[src/rtl/lfsr_pkg.sv]
// Shared constants and helpers for the Galois LFSR generator.
package lfsr_pkg;

  localparam int MAX_W = 32;

  // Maximal-length Galois right-shift masks, indexed by width (4..32).
  // Bit i set means feedback is XORed into bit i.
  localparam logic [MAX_W-1:0] MAX_TAPS [4:32] = '{
    32'h0000000C, 32'h00000014, 32'h00000030, 32'h00000060,   // 4..7
    32'h000000B8, 32'h00000110, 32'h00000240, 32'h00000500,   // 8..11
    32'h00000E08, 32'h00001C80, 32'h00003802, 32'h00006000,   // 12..15
    32'h0000D008, 32'h00012000, 32'h00020400, 32'h00072000,   // 16..19
    32'h00090000, 32'h00140000, 32'h00300000, 32'h00420000,   // 20..23
    32'h00E10000, 32'h01200000, 32'h02000023, 32'h04000013,   // 24..27
    32'h09000000, 32'h14000000, 32'h20000029, 32'h48000000,   // 28..31
    32'h80200003                                              // 32
  };

  // Default tap mask for a given width; widths 2 and 3 have trivial
  // maximal masks, anything out of range yields zero.
  function automatic logic [MAX_W-1:0] default_taps(input int width);
    logic [MAX_W-1:0] t;
    t = '0;
    if (width == 2)                        t = 32'h3;
    else if (width == 3)                   t = 32'h6;
    else if (width >= 4 && width <= MAX_W) t = MAX_TAPS[width];
    return t;
  endfunction

  // One Galois right shift. Callers zero-extend narrower state/taps, so
  // the unused upper bits stay zero.
  function automatic logic [MAX_W-1:0] galois_shift(input logic [MAX_W-1:0] s,
                                                    input logic [MAX_W-1:0] t);
    return (s >> 1) ^ (s[0] ? t : '0);
  endfunction

endpackage

[src/rtl/lfsr_step_comb.sv]
// Combinational STEPS-deep chain of Galois shifts.
module lfsr_step_comb
  import lfsr_pkg::*;
#(
  parameter int WIDTH = 8,
  parameter int STEPS = 1
) (
  input  logic [WIDTH-1:0] state_i,
  input  logic [WIDTH-1:0] taps_i,
  output logic [WIDTH-1:0] state_o
);

  logic [STEPS:0][MAX_W-1:0] chain;

  assign chain[0] = MAX_W'(state_i);

  // Unrolled shift chain: link i+1 is link i shifted once.
  for (genvar i = 0; i < STEPS; i++) begin : g_shift
    assign chain[i+1] = galois_shift(chain[i], MAX_W'(taps_i));
  end

  assign state_o = chain[STEPS][WIDTH-1:0];

  // Upper bits are always zero for narrow instances.
  if (WIDTH < MAX_W) begin : g_hi
    logic unused_hi;
    assign unused_hi = ^chain[STEPS][MAX_W-1:WIDTH];
  end

endmodule

[src/rtl/lfsr_gen.sv]
// Seedable Galois LFSR with runtime taps, lock-up recovery and a period monitor.
module lfsr_gen
  import lfsr_pkg::*;
#(
  parameter int               WIDTH        = 8,
  parameter int               STEPS        = 1,
  parameter logic [WIDTH-1:0] TAPS_DEFAULT = WIDTH'(default_taps(WIDTH)),
  parameter logic [WIDTH-1:0] SEED_DEFAULT = WIDTH'(1),
  parameter int               CNT_W        = WIDTH
) (
  input  logic             clk,
  input  logic             rst_n,
  input  logic             step_en,
  input  logic             seed_we,
  input  logic [WIDTH-1:0] seed,
  input  logic             taps_we,
  input  logic [WIDTH-1:0] taps,
  output logic [WIDTH-1:0] state,
  output logic             out_bit,
  output logic             wrap,
  output logic [CNT_W-1:0] period_last,
  output logic             lockup
);

  logic [WIDTH-1:0] state_q, state_d;
  logic [WIDTH-1:0] taps_q, taps_d;
  logic [WIDTH-1:0] ref_q, ref_d;
  logic [CNT_W-1:0] cnt_q, cnt_d;
  logic [CNT_W-1:0] period_q, period_d;
  logic             wrap_q, wrap_d;
  logic             lockup_q, lockup_d;

  logic [WIDTH-1:0] next_state;
  logic [WIDTH-1:0] seed_val;

  // Next state always uses the taps currently held, so a same-cycle
  // taps write only affects later steps.
  lfsr_step_comb #(.WIDTH(WIDTH), .STEPS(STEPS)) u_step (
    .state_i (state_q),
    .taps_i  (taps_q),
    .state_o (next_state)
  );

  assign seed_val = (seed == '0) ? SEED_DEFAULT : seed;

  // Priority: seed load, then step (with zero-state recovery); else hold.
  always_comb begin
    state_d  = state_q;
    ref_d    = ref_q;
    cnt_d    = cnt_q;
    period_d = period_q;
    wrap_d   = 1'b0;
    lockup_d = 1'b0;
    taps_d   = taps_we ? taps : taps_q;
    if (seed_we) begin
      state_d = seed_val;
      ref_d   = seed_val;
      cnt_d   = '0;
    end else if (step_en) begin
      if (state_q == '0) begin
        state_d  = SEED_DEFAULT;
        ref_d    = SEED_DEFAULT;
        cnt_d    = '0;
        lockup_d = 1'b1;
      end else begin
        state_d = next_state;
        if (next_state == ref_q) begin
          wrap_d   = 1'b1;
          period_d = cnt_q + CNT_W'(1);
          cnt_d    = '0;
        end else begin
          cnt_d = cnt_q + CNT_W'(1);
        end
      end
    end
  end

  // Register bank with synchronous active-low reset.
  always_ff @(posedge clk) begin
    if (!rst_n) begin
      state_q  <= SEED_DEFAULT;
      taps_q   <= TAPS_DEFAULT;
      ref_q    <= SEED_DEFAULT;
      cnt_q    <= '0;
      period_q <= '0;
      wrap_q   <= 1'b0;
      lockup_q <= 1'b0;
    end else begin
      state_q  <= state_d;
      taps_q   <= taps_d;
      ref_q    <= ref_d;
      cnt_q    <= cnt_d;
      period_q <= period_d;
      wrap_q   <= wrap_d;
      lockup_q <= lockup_d;
    end
  end

  assign state       = state_q;
  assign out_bit     = state_q[0];
  assign wrap        = wrap_q;
  assign period_last = period_q;
  assign lockup      = lockup_q;

endmodule

[config.mk]
export PLATFORM = sky130hd
export DESIGN_NAME = lfsr_gen
export DESIGN_NICKNAME = d
export VERILOG_FILES = /design/src/rtl/lfsr_pkg.sv /design/src/rtl/lfsr_step_comb.sv /design/src/rtl/lfsr_gen.sv
export SDC_FILE = /design/constraint.sdc
export NUM_CORES = 1
export LEC_CHECK = 0
export ABC_AREA = 1
export CAP_MARGIN = 30
export CORE_UTILIZATION = 36
export CTS_BUF_LIST = sky130_fd_sc_hd__clkbuf_4 sky130_fd_sc_hd__clkbuf_8 sky130_fd_sc_hd__clkbuf_16
export DETAILED_ROUTE_END_ITERATION = 12
export PLACE_DENSITY = 0.59
export SLEW_MARGIN = 15
export SYNTH_ARGS = -nofsm -noshare
export SYNTH_HDL_FRONTEND = slang
export SYNTH_SLANG_ARGS = --single-unit
[constraint.sdc]
create_clock -name clk -period 1.9 [get_ports clk]
set_input_delay 0.475 -clock clk [delete_from_list [all_inputs] [get_ports clk]]
set_output_delay 0.475 -clock clk [all_outputs]
set_load 0.05 [all_outputs]
-- Yosys cells after proc, flatten, opt, wreduce, memory -nomap -nowiden
Cells that the tools add are included.
- flip-flop bits (word level): 42
- bits of input ports: 21
- output and inout port bits: 19
- word-level logic and storage cells: 35
- add/subtract/negate cells: 1
- eq/ne operators: 1
- muxes and demuxes: 12
- bitwise gates (word level): 5
- reduce and logical (&&, ||, !) cells: 9
- operators by type and width (operator ; count):
    two-way mux 8 bit ; 10
    zero test 8 bit ; 2
    adder 8 x 1 -> 8 bit, second input constant ; 1
    == test 8 bit ; 1
    bitwise XOR 7 x 8 -> 8 bit ; 1
    inverter 1 bit ; 4
    AND reduction 4 bit ; 1
    nonzero test 2 bit ; 2
    OR reduction 4 bit ; 1
    OR reduction 3 bit ; 1
    two-way mux 1 bit ; 2
    AND reduction 2 bit ; 1
    OR reduction 2 bit ; 1

-- Longest topological paths before layout
Gate-level depths: netlist of run 1.
- depth after elaboration: 5
- depth in mapped cells: 14
- gate-level depth less buffers: 11

-- Hierarchy
From an unflattened synthesis of run 1, not the netlist that was laid out.
- cell total of the unflattened synthesis: 335
- area, all modules: 2164.6 um^2
- by module, submodules not included (module ; times used ; cells each ; area each (um^2) ; seq. area each (um^2)):
    lfsr_gen ; 1 ; 297 ; 2005.7 ; 840.8
    lfsr_step_comb ; 1 ; 38 ; 158.9 ; 0.0

-- Least setup slack after synthesis of run 1
Ideal clock, no wire load.
- path kind: register -> register
- start point: reg state_q[0] (netlist: state[0])
- end point: reg period_q[7] (netlist: period_last[7])
- setup time: 0.115 ns
- arrival: 1.882 ns
- required time: 1.785 ns
- slack: -0.097 ns
- stages on the path, launching flop included: 13
- buffers on the path: 3
- period minus slack after synthesis: 1.997 ns
- cell sequence: dfxtp_1 > buf_6 > buf_12 > nand3_1 > nand3b_1 > nand2_1 > nor2_2 > nand2_2 > nor2_8 > buf_12 > nand3_2 > nand2_1 > nor2_2
- longest elaborated chain between the ends: 4
- elaborated cells on any way between the ends: 6
- those cells by class: 1 x eq/ne; 1 x mux; 2 x bitwise; 2 x reduce/logical
- ends and longest elaborated chain (item ; line ; source):
    start, declared ; lfsr_gen.sv:25 ; logic [WIDTH-1:0] state_q, state_d;
    start signal, assigned ; lfsr_gen.sv:89 ; state_q <= state_d;
    two-way mux 8 bit ; lfsr_pkg.sv:34 ; return (s >> 1) ^ (s[0] ? t : '0);
    bitwise XOR 7 x 8 -> 8 bit ; lfsr_pkg.sv:34 ;
    == test 8 bit ; lfsr_gen.sv:67 ; if (next_state == ref_q) begin
    AND reduction 4 bit (no line) * ; n/a ;
    end signal, assigned ; lfsr_gen.sv:93 ; period_q <= period_d;
    end, declared ; lfsr_gen.sv:29 ; logic [CNT_W-1:0] period_q, period_d;
Every way passes the cells marked *; elsewhere a longest branch is shown, timed or not.
A chain may end at the register's enable or synchronous reset.

-- Worst setup path in the final report of run 1
- start point: reg state_q[0] (netlist: state[0])
- end point: reg period_q[6] (netlist: period_last[6])
Same word-level chain as after synthesis.

==> results of run 1 <==
==> metal layers <==
metal  global-route usage  part of all wire
met5                    0                 0
met1               0.2620              0.52
met2               0.2842              0.42
met3              0.03258             0.054
met4              0.03750            0.0083
==> power breakdown <==
part           internal (uW)  leakage (uW)  switching (uW)
logic                    207      0.000906             292
registers                919      0.000344            44.6
clock network            282     0.0000452             288
==> cell families after synthesis <==
group                    Yosys count  synth area share
AND/OR/NAND/NOR                  192            0.4008
AO/OA/AOI/OAI                     42            0.1100
buffers and inverters             42           0.09286
flip-flops                        42            0.3715
XOR/XNOR                           5           0.01935
adder cells (fa/ha/maj)            1          0.005527
==> sequential cells by signal (all words and copies together) (netlist names) <==
| register | count |
|---|---|
| ref_q | 8 |
| cnt_q | 8 |
| state | 8 |
| wrap | 1 |
| lockup | 1 |
| period_last | 8 |
| taps_q | 8 |
==> worst max-delay path by stage <==
stage                           from                          end  slack (ns)
2_1_floorplan  state[7]$_SDFFE_PN0P_  period_last[7]$_SDFFE_PN0P_        0.08
3_3_place_gp                 seed_we        ref_q[0]$_SDFFE_PN1P_        0.02
3_5_place_dp                 seed_we        ref_q[0]$_SDFFE_PN1P_       -0.02
4_1_cts        state[0]$_SDFFE_PN1P_  period_last[0]$_SDFFE_PN0P_        0.18
5_1_grt        state[0]$_SDFFE_PN1P_  period_last[0]$_SDFFE_PN0P_       0.006
6_report       state[0]$_SDFFE_PN1P_  period_last[6]$_SDFFE_PN0P_        0.16
==> worst max-delay path: stages, from the launching register on <==
cell	delay, ns
sky130_fd_sc_hd__dfxtp_4	0.37
sky130_fd_sc_hd__buf_12	0.14
sky130_fd_sc_hd__nand2_2	0.06
sky130_fd_sc_hd__nand2_2	0.05
sky130_fd_sc_hd__buf_4	0.13
sky130_fd_sc_hd__nand3b_1	0.11
sky130_fd_sc_hd__nand2_1	0.09
sky130_fd_sc_hd__nor2_2	0.16
sky130_fd_sc_hd__nand2_4	0.10
sky130_fd_sc_hd__nor2_8	0.18
sky130_fd_sc_hd__buf_12	0.14
sky130_fd_sc_hd__a21oi_2	0.04
sky130_fd_sc_hd__nor2_1	0.09
==> final cells by class <==
cell class / instances / area [um^2] / area share
Multi-Input combinational cell: 241 / 1239 / 0.4174
Inverter: 31 / 116.4 / 0.03921
Sequential cell: 42 / 844.6 / 0.2846
Tap cell: 75 / 93.84 / 0.03162
Clock buffer: 7 / 83.83 / 0.02825
Timing Repair Buffer: 62 / 590.6 / 0.1990
==> what timing repair did <==
item	4_1_cts	5_1_grt
buffers inserted	0	0
gates resized for setup	0	5
setup endpoints to repair	0	1
==> cells in the mapped netlist, types with 2 or more instances <==
cell type	instances	area (um^2)
sky130_fd_sc_hd__a21oi_1	17	85.08
sky130_fd_sc_hd__o21ai_0	10	50.05
sky130_fd_sc_hd__nand2_2	6	37.54
sky130_fd_sc_hd__a21oi_2	8	70.07
sky130_fd_sc_hd__nand3_1	35	175.2
sky130_fd_sc_hd__nor2_1	32	120.1
sky130_fd_sc_hd__nand2_1	92	345.3
sky130_fd_sc_hd__nor2_2	6	37.54
sky130_fd_sc_hd__nand3_2	4	40.04
sky130_fd_sc_hd__clkbuf_1	4	15.01
sky130_fd_sc_hd__nand4_1	6	37.54
sky130_fd_sc_hd__nand3b_1	4	30.03
sky130_fd_sc_hd__dfxtp_1	42	840.8
sky130_fd_sc_hd__a31oi_1	7	43.79
sky130_fd_sc_hd__inv_1	29	108.9
sky130_fd_sc_hd__nand3_4	2	35.03
sky130_fd_sc_hd__buf_6	2	22.52
sky130_fd_sc_hd__buf_12	2	40.04
sky130_fd_sc_hd__xor2_1	4	35.03
==> through the flow <==
step           setup slack, ns  setup TNS (ns)  hold WS [ns]
2_1_floorplan          0.07888               0        0.4287
3_3_place_gp           0.02003               0        0.4553
3_5_place_dp          -0.01537        -0.01537        0.4668
4_1_cts                 0.1784               0        0.4879
5_1_grt               0.005695               0        0.5135
6_report                0.1553               0        0.4840
==> impl_results.rst, run 1 <==
.. list-table::
   :header-rows: 1

   * - Metric
     - Value
   * - Total DRC errors in the routed layout
     - 0
   * - Routability congestion estimate
     - ~0.9
   * - DR WL/cell
     - 12.35 um
   * - Initial core utilization
     - 0.3778
   * - Crit Reg-Reg Endpoint
     - period_last[6]$_SDFFE_PN0P_
   * - Instance area at placement
     - 2855 um^2
   * - Leakage
     - ~0.0013 uW
   * - First-pass GRT wire length
     - 9404 um
   * - Reg2Reg Launch Point
     - state[0]$_SDFFE_PN1P_
   * - Max Freq
     - 0.5732 GHz
   * - Mean Syn Cell Area
     - 6.986 um^2
   * - Number of antenna repair diodes
     - 0
   * - Unrepaired setup endpoints after global routing
     - false
   * - CTS tree
     - yes
   * - Clock H-tree levels
     - 2
   * - Total die area
     - ~6600 um^2
   * - FILL cells
     - 621
   * - Post-Route WL
     - between 5000 and 6000 um
   * - Nature of the critical path endpoint
     - register
   * - Setup crit start kind
     - register
   * - Initial antenna violation count
     - 0
   * - Reg2Reg Depth
     - 12
   * - Instance count of the mapped netlist
     - 324
   * - Final core occ
     - 0.4954
   * - Final #Nets
     - 405
   * - Period utilization
     - 0.9182
   * - Final-report setup violation count
     - 0
   * - Fraction of final layout cells with drive strength greater than 1
     - 0.2193
   * - Worst setup path class
     - register to register
   * - Terminating pin of the worst hold path
     - cnt_q[7]$_SDFFE_PP0P_
   * - Synth warn
     - 0
   * - Worst-case clock skew
     - between 0.008 and 0.009 ns
   * - R2R Setup Slk
     - 0.16 ns
   * - Number of top-level pins
     - 40
   * - Later-pin clock latency in the skew report
     - approximately 0.29 ns
   * - Height of the die
     - between 80 and 90 um
   * - Relative area change from synthesis to final layout
     - 31.12%
   * - Most frequently used flop master after synthesis
     - sky130_fd_sc_hd__dfxtp_1
   * - Count of nets left with antenna violations after detail routing
     - 0
   * - Cell variety after synth
     - 31
   * - Commonest cells after routing, fill and taps aside
     - sky130_fd_sc_hd__nand2_1 (90), sky130_fd_sc_hd__dfxtp_1 (41), sky130_fd_sc_hd__buf_4 (36), sky130_fd_sc_hd__nand3_1 (34), sky130_fd_sc_hd__nor2_1 (32)
   * - Finished Cell Area
     - between 2000 and 3000 um^2
   * - # placed instances
     - between 400 and 500
   * - Detailed placement HPWL
     - 4359 um
   * - Max-cap violations
     - 0
   * - Time the worst path needs with I/O delays and setup
     - 1.745 ns
   * - Total congestion overflow
     - 0
   * - Number of hold violations in the final report
     - 0
   * - Initial drt markers
     - ~130
   * - Post-synthesis sequential area ratio
     - 0.3715
   * - Maximum fanout encountered on the critical timing path
     - 8
   * - Arrival time reported for the critical path endpoint
     - between 1.5 and 2 ns
   * - Die Wd
     - approximately 80 um
   * - Proportion of synthesized flip-flops having asynchronous set or reset
     - 0
   * - Syn Nets
     - between 300 and 400
   * - Hold path cells
     - 2
   * - Number of slew-limit violations in the final report
     - 0
   * - Outcome
     - complete, no violations
   * - Relative slew slack
     - 0.7578
   * - Overall power consumption
     - between 2000 and 2500 uW
   * - Vias/cell
     - about 4.8
   * - Sinks on Clock Net
     - 42
   * - Hold crit path type
     - register to register
   * - Count of non-filler cells in the finished layout
     - 458
   * - Clock buffers created by TritonCTS
     - 5
   * - Synth Register Bits
     - 42
   * - Pin slew with the least headroom to its limit
     - 0.3624 ns
   * - Site row count
     - 28
   * - Routed vias
     - approximately 2,200
   * - Total standard cell area after synthesis
     - 2263 um^2
   * - Number of enable flip-flop cells after synthesis
     - 0
   * - Required time of the critical path
     - about 2.1 ns
   * - Buffers added on ports
     - 39
   * - Most common cell after layout, fill and taps aside
     - sky130_fd_sc_hd__nand2_1
   * - Maximum buffer depth of the clock tree
     - 2
   * - Clock transition time at the flip-flop clock pins of the worst setup and hold paths
     - 0.08 ns
   * - Root Buffer Master
     - sky130_fd_sc_hd__clkbuf_8
   * - Global routing usage summed across all routing layers
     - 0.1832
   * - Power density over cell area
     - about 680 nW/um^2
   * - Vias in the first global route
     - 2,016
   * - Area of the placeable core
     - around 6000 um^2
   * - Min-Delay Startpoint
     - cnt_q[7]$_SDFFE_PP0P_
   * - Number of detailed-routing iterations run before antenna repair
     - 4
   * - # hold bufs at CTS
     - 0
   * - Largest voltage drop on the vdd net
     - roughly 0.00026 V
   * - Pin count of the biggest net entering global routing
     - 22
Power figures use the tool's default switching activity.
==> run 2, diff against run 1 <==
==> constraint.sdc (replaced) <==
create_clock -name clk -period 1.91 [get_ports clk]
set_input_delay 0.4775 -clock clk [delete_from_list [all_inputs] [get_ports clk]]
set_output_delay 0.4775 -clock clk [all_outputs]
set_load 0.05 [all_outputs]
==> impl_results.rst, run 2 (synthesis gave the netlist of run 1 again) <==
.. list-table::
   :header-rows: 1

   * - Metric
     - Value
   * - Routed vias
     - 2,182 (was 2,211)
   * - Outcome
     - complete, no violations (unchanged)
   * - Height of the die
     - 81.29 um (unchanged)
   * - Root Buffer Master
     - sky130_fd_sc_hd__clkbuf_8 (unchanged)
   * - CTS tree
     - yes (unchanged)
   * - Buffers added on ports
     - 39 (unchanged)
   * - Finished Cell Area
     - 2924 um^2 (was 2968 um^2)
   * - Required time of the critical path
     - 2.14 ns (was 2.13 ns)
   * - Power density over cell area
     - 684.0 nW/um^2 (was 684.8 nW/um^2)
   * - Sum of buffers and inverters on the critical path
     - 3 (unchanged)
   * - Detailed placement HPWL
     - 4370 um (was 4359 um)
   * - Total congestion overflow
     - 0 (unchanged)
   * - Relative area change from synthesis to final layout
     - 29.19% (was 31.12%)
   * - Clock transition time at the flip-flop clock pins of the worst setup and hold paths
     - 0.07 ns (was 0.08 ns)
   * - Area used by multi-input combinational logic
     - 1212 um^2 (was 1239 um^2)
   * - Sequence of cells on the critical path
     - buf_12 > nand2_1 > nand2_1 > buf_4 > nand3_1 > nand2_1 > nor2_1 > nand2_2 > nor2_8 > buf_12 > a21oi_2 > nor2_1 (was buf_12 > nand2_2 > nand2_2 > buf_4 > nand3b_1 > nand2_1 > nor2_2 > nand2_4 > nor2_8 > buf_12 > a21oi_2 > nor2_1)
   * - Leakage
     - 0.001274 uW (was 0.001296 uW)
   * - Worst-case clock skew
     - 0.006179 ns (was 0.008070 ns)
   * - Clock H-tree levels
     - 2 (unchanged)
   * - Site row count
     - 28 (unchanged)
   * - Instance area at placement
     - 2840 um^2 (was 2855 um^2)
   * - Vias/cell
     - 4.796 (was 4.828)
   * - Initial core utilization
     - 0.3778 (unchanged)
   * - First-pass GRT wire length
     - 9453 um (was 9404 um)
   * - Hold crit path type
     - register to register (unchanged)
   * - Time the worst path needs with I/O delays and setup
     - 1.696 ns (was 1.745 ns)
   * - Number of slew-limit violations in the final report
     - 0 (unchanged)
   * - Number of antenna repair diodes
     - 0 (unchanged)
   * - Vias in the first global route
     - 1,988 (was 2,016)
   * - Post-cts resize count
     - 0 (unchanged)
   * - Number of hold violations in the final report
     - 0 (unchanged)
   * - Pin slew with the least headroom to its limit
     - 0.3478 ns (was 0.3624 ns)
   * - Clock buffers created by TritonCTS
     - 5 (unchanged)
   * - CP peak stage delay
     - 0.36 ns (was 0.37 ns)
   * - Routability congestion estimate
     - 0.8860 (was 0.8826)
   * - Post-Route WL
     - 5570 um (was 5657 um)
   * - Unrepaired setup endpoints after global routing
     - false (unchanged)
   * - Setup crit start kind
     - register (unchanged)
   * - DR WL/cell
     - 12.24 um (was 12.35 um)
   * - Total die area
     - 6608 um^2 (unchanged)
   * - Pin count of the biggest net entering global routing
     - 22 (unchanged)
   * - Final #Nets
     - 402 (was 405)
   * - FILL cells
     - 631 (was 621)
   * - Number of detailed-routing iterations run before antenna repair
     - 4 (unchanged)
   * - Fraction of final layout cells with drive strength greater than 1
     - 0.2053 (was 0.2193)
   * - Total DRC errors in the routed layout
     - 0 (unchanged)
   * - Arrival time reported for the critical path endpoint
     - 1.93 ns (was 1.97 ns)
   * - Relative slew slack
     - 0.7676 (was 0.7578)
   * - Initial drt markers
     - 119 (was 125)
   * - Maximum fanout encountered on the critical timing path
     - 11 (was 8)
   * - Area of the placeable core
     - 5991 um^2 (unchanged)
   * - Most frequent cell on the critical path
     - sky130_fd_sc_hd__nand2_1
   * - Final-report setup violation count
     - 0 (unchanged)
   * - Final TNS setup
     - 0 ns (unchanged)
   * - Setup fix buffers added after clock tree synthesis
     - 0 (unchanged)
   * - Max Freq
     - 0.5896 GHz (was 0.5732 GHz)
   * - # hold bufs at CTS
     - 0 (unchanged)
   * - Global routing usage summed across all routing layers
     - 0.1867 (was 0.1832)
   * - Worst setup path class
     - register to register (unchanged)
   * - Initial antenna violation count
     - 0 (unchanged)
   * - Area taken by flip-flops and latches
     - 842.1 um^2 (was 844.6 um^2)
   * - Period utilization
     - 0.8880 (was 0.9182)
   * - Cell type of the slowest stage on the worst timing path
     - sky130_fd_sc_hd__dfxtp_2 (was sky130_fd_sc_hd__dfxtp_4)
   * - Number of top-level pins
     - 40 (unchanged)
   * - Maximum buffer depth of the clock tree
     - 2 (unchanged)
   * - Largest voltage drop on the vdd net
     - 0.0003611 V (was 0.0002553 V)
   * - Later-pin clock latency in the skew report
     - 0.29 ns (about the same)
   * - Largest delay share family, worst path
     - simple AND/OR/NAND/NOR gates (unchanged)
   * - Max-cap violations
     - 0 (unchanged)
   * - Nature of the critical path endpoint
     - register (unchanged)
   * - Commonest cells after routing, fill and taps aside
     - sky130_fd_sc_hd__nand2_1 (92), sky130_fd_sc_hd__dfxtp_1 (41), sky130_fd_sc_hd__nand3_1 (35), sky130_fd_sc_hd__buf_4 (34), sky130_fd_sc_hd__nor2_1 (32) (was sky130_fd_sc_hd__nand2_1 (90), sky130_fd_sc_hd__dfxtp_1 (41), sky130_fd_sc_hd__buf_4 (36), sky130_fd_sc_hd__nand3_1 (34), sky130_fd_sc_hd__nor2_1 (32))
   * - Die Wd
     - 81.29 um (unchanged)
   * - Most common cell after layout, fill and taps aside
     - sky130_fd_sc_hd__nand2_1 (unchanged)
   * - Count of nets left with antenna violations after detail routing
     - 0 (unchanged)
   * - Sinks on Clock Net
     - 42 (unchanged)
run 2: path summary, 6_finish.rpt:
kind                               from                          end  slack, ns  cells after the start
setup / recovery  state[0]$_SDFFE_PN1P_  period_last[0]$_SDFFE_PN0P_       0.21                     12
hold / removal    cnt_q[7]$_SDFFE_PP0P_        cnt_q[7]$_SDFFE_PP0P_       0.48                      2
setup reg to reg  state[0]$_SDFFE_PN1P_  period_last[0]$_SDFFE_PN0P_       0.21                     12
hold reg to reg   cnt_q[7]$_SDFFE_PP0P_        cnt_q[7]$_SDFFE_PP0P_       0.48                      2
run 2: final cells by class:
| cell class | count | share of cell area |
|---|---|---|
| clock buffer | 7 | 0.02867 |
| inverter | 31 | 0.03979 |
| multi-input combinational | 240 | 0.4146 |
| sequential | 42 | 0.2880 |
| tap | 75 | 0.03209 |
| timing repair buffer | 60 | 0.1968 |
run 2: worst reg2reg max path, cell delays in order (launching register included):
cell                      delay, ns
sky130_fd_sc_hd__dfxtp_2       0.36
sky130_fd_sc_hd__buf_12        0.14
sky130_fd_sc_hd__nand2_1       0.06
sky130_fd_sc_hd__nand2_1       0.06
sky130_fd_sc_hd__buf_4         0.13
sky130_fd_sc_hd__nand3_1       0.09
sky130_fd_sc_hd__nand2_1       0.06
sky130_fd_sc_hd__nor2_1        0.11
sky130_fd_sc_hd__nand2_2       0.11
sky130_fd_sc_hd__nor2_8        0.23
sky130_fd_sc_hd__buf_12        0.15
sky130_fd_sc_hd__a21oi_2       0.05
sky130_fd_sc_hd__nor2_1        0.09
run 2: metrics by stage:
step                cells  power, uW  utilization  setup WS [ns]  hold WS (ns)
floorplan             324       1273            -        0.08888        0.4287
detailed placement    448       1455       0.4741       -0.01025        0.4586
global placement      448       1455       0.4741        0.02893        0.4493
global route          455       2112       0.4881        0.02636        0.5034
finish                455       2000       0.4881         0.2140        0.4793
CTS                   455       2022       0.4881         0.1983        0.4827
run 2: layer usage:
metal,vias up,part of all wire,global-route usage
li1,1155,-,-
met1,965,0.52,0.2706
met2,55,0.42,0.2742
met3,7,0.042,0.03820
met4,0,0.014,0.05357
met5,-,0,0
run 2: report_power, final:
part	total, uW	internal, uW	switching (uW)
clock network	564	280	283
logic	479	199	280
registers	957	914	42.7
total	2000	1390	606
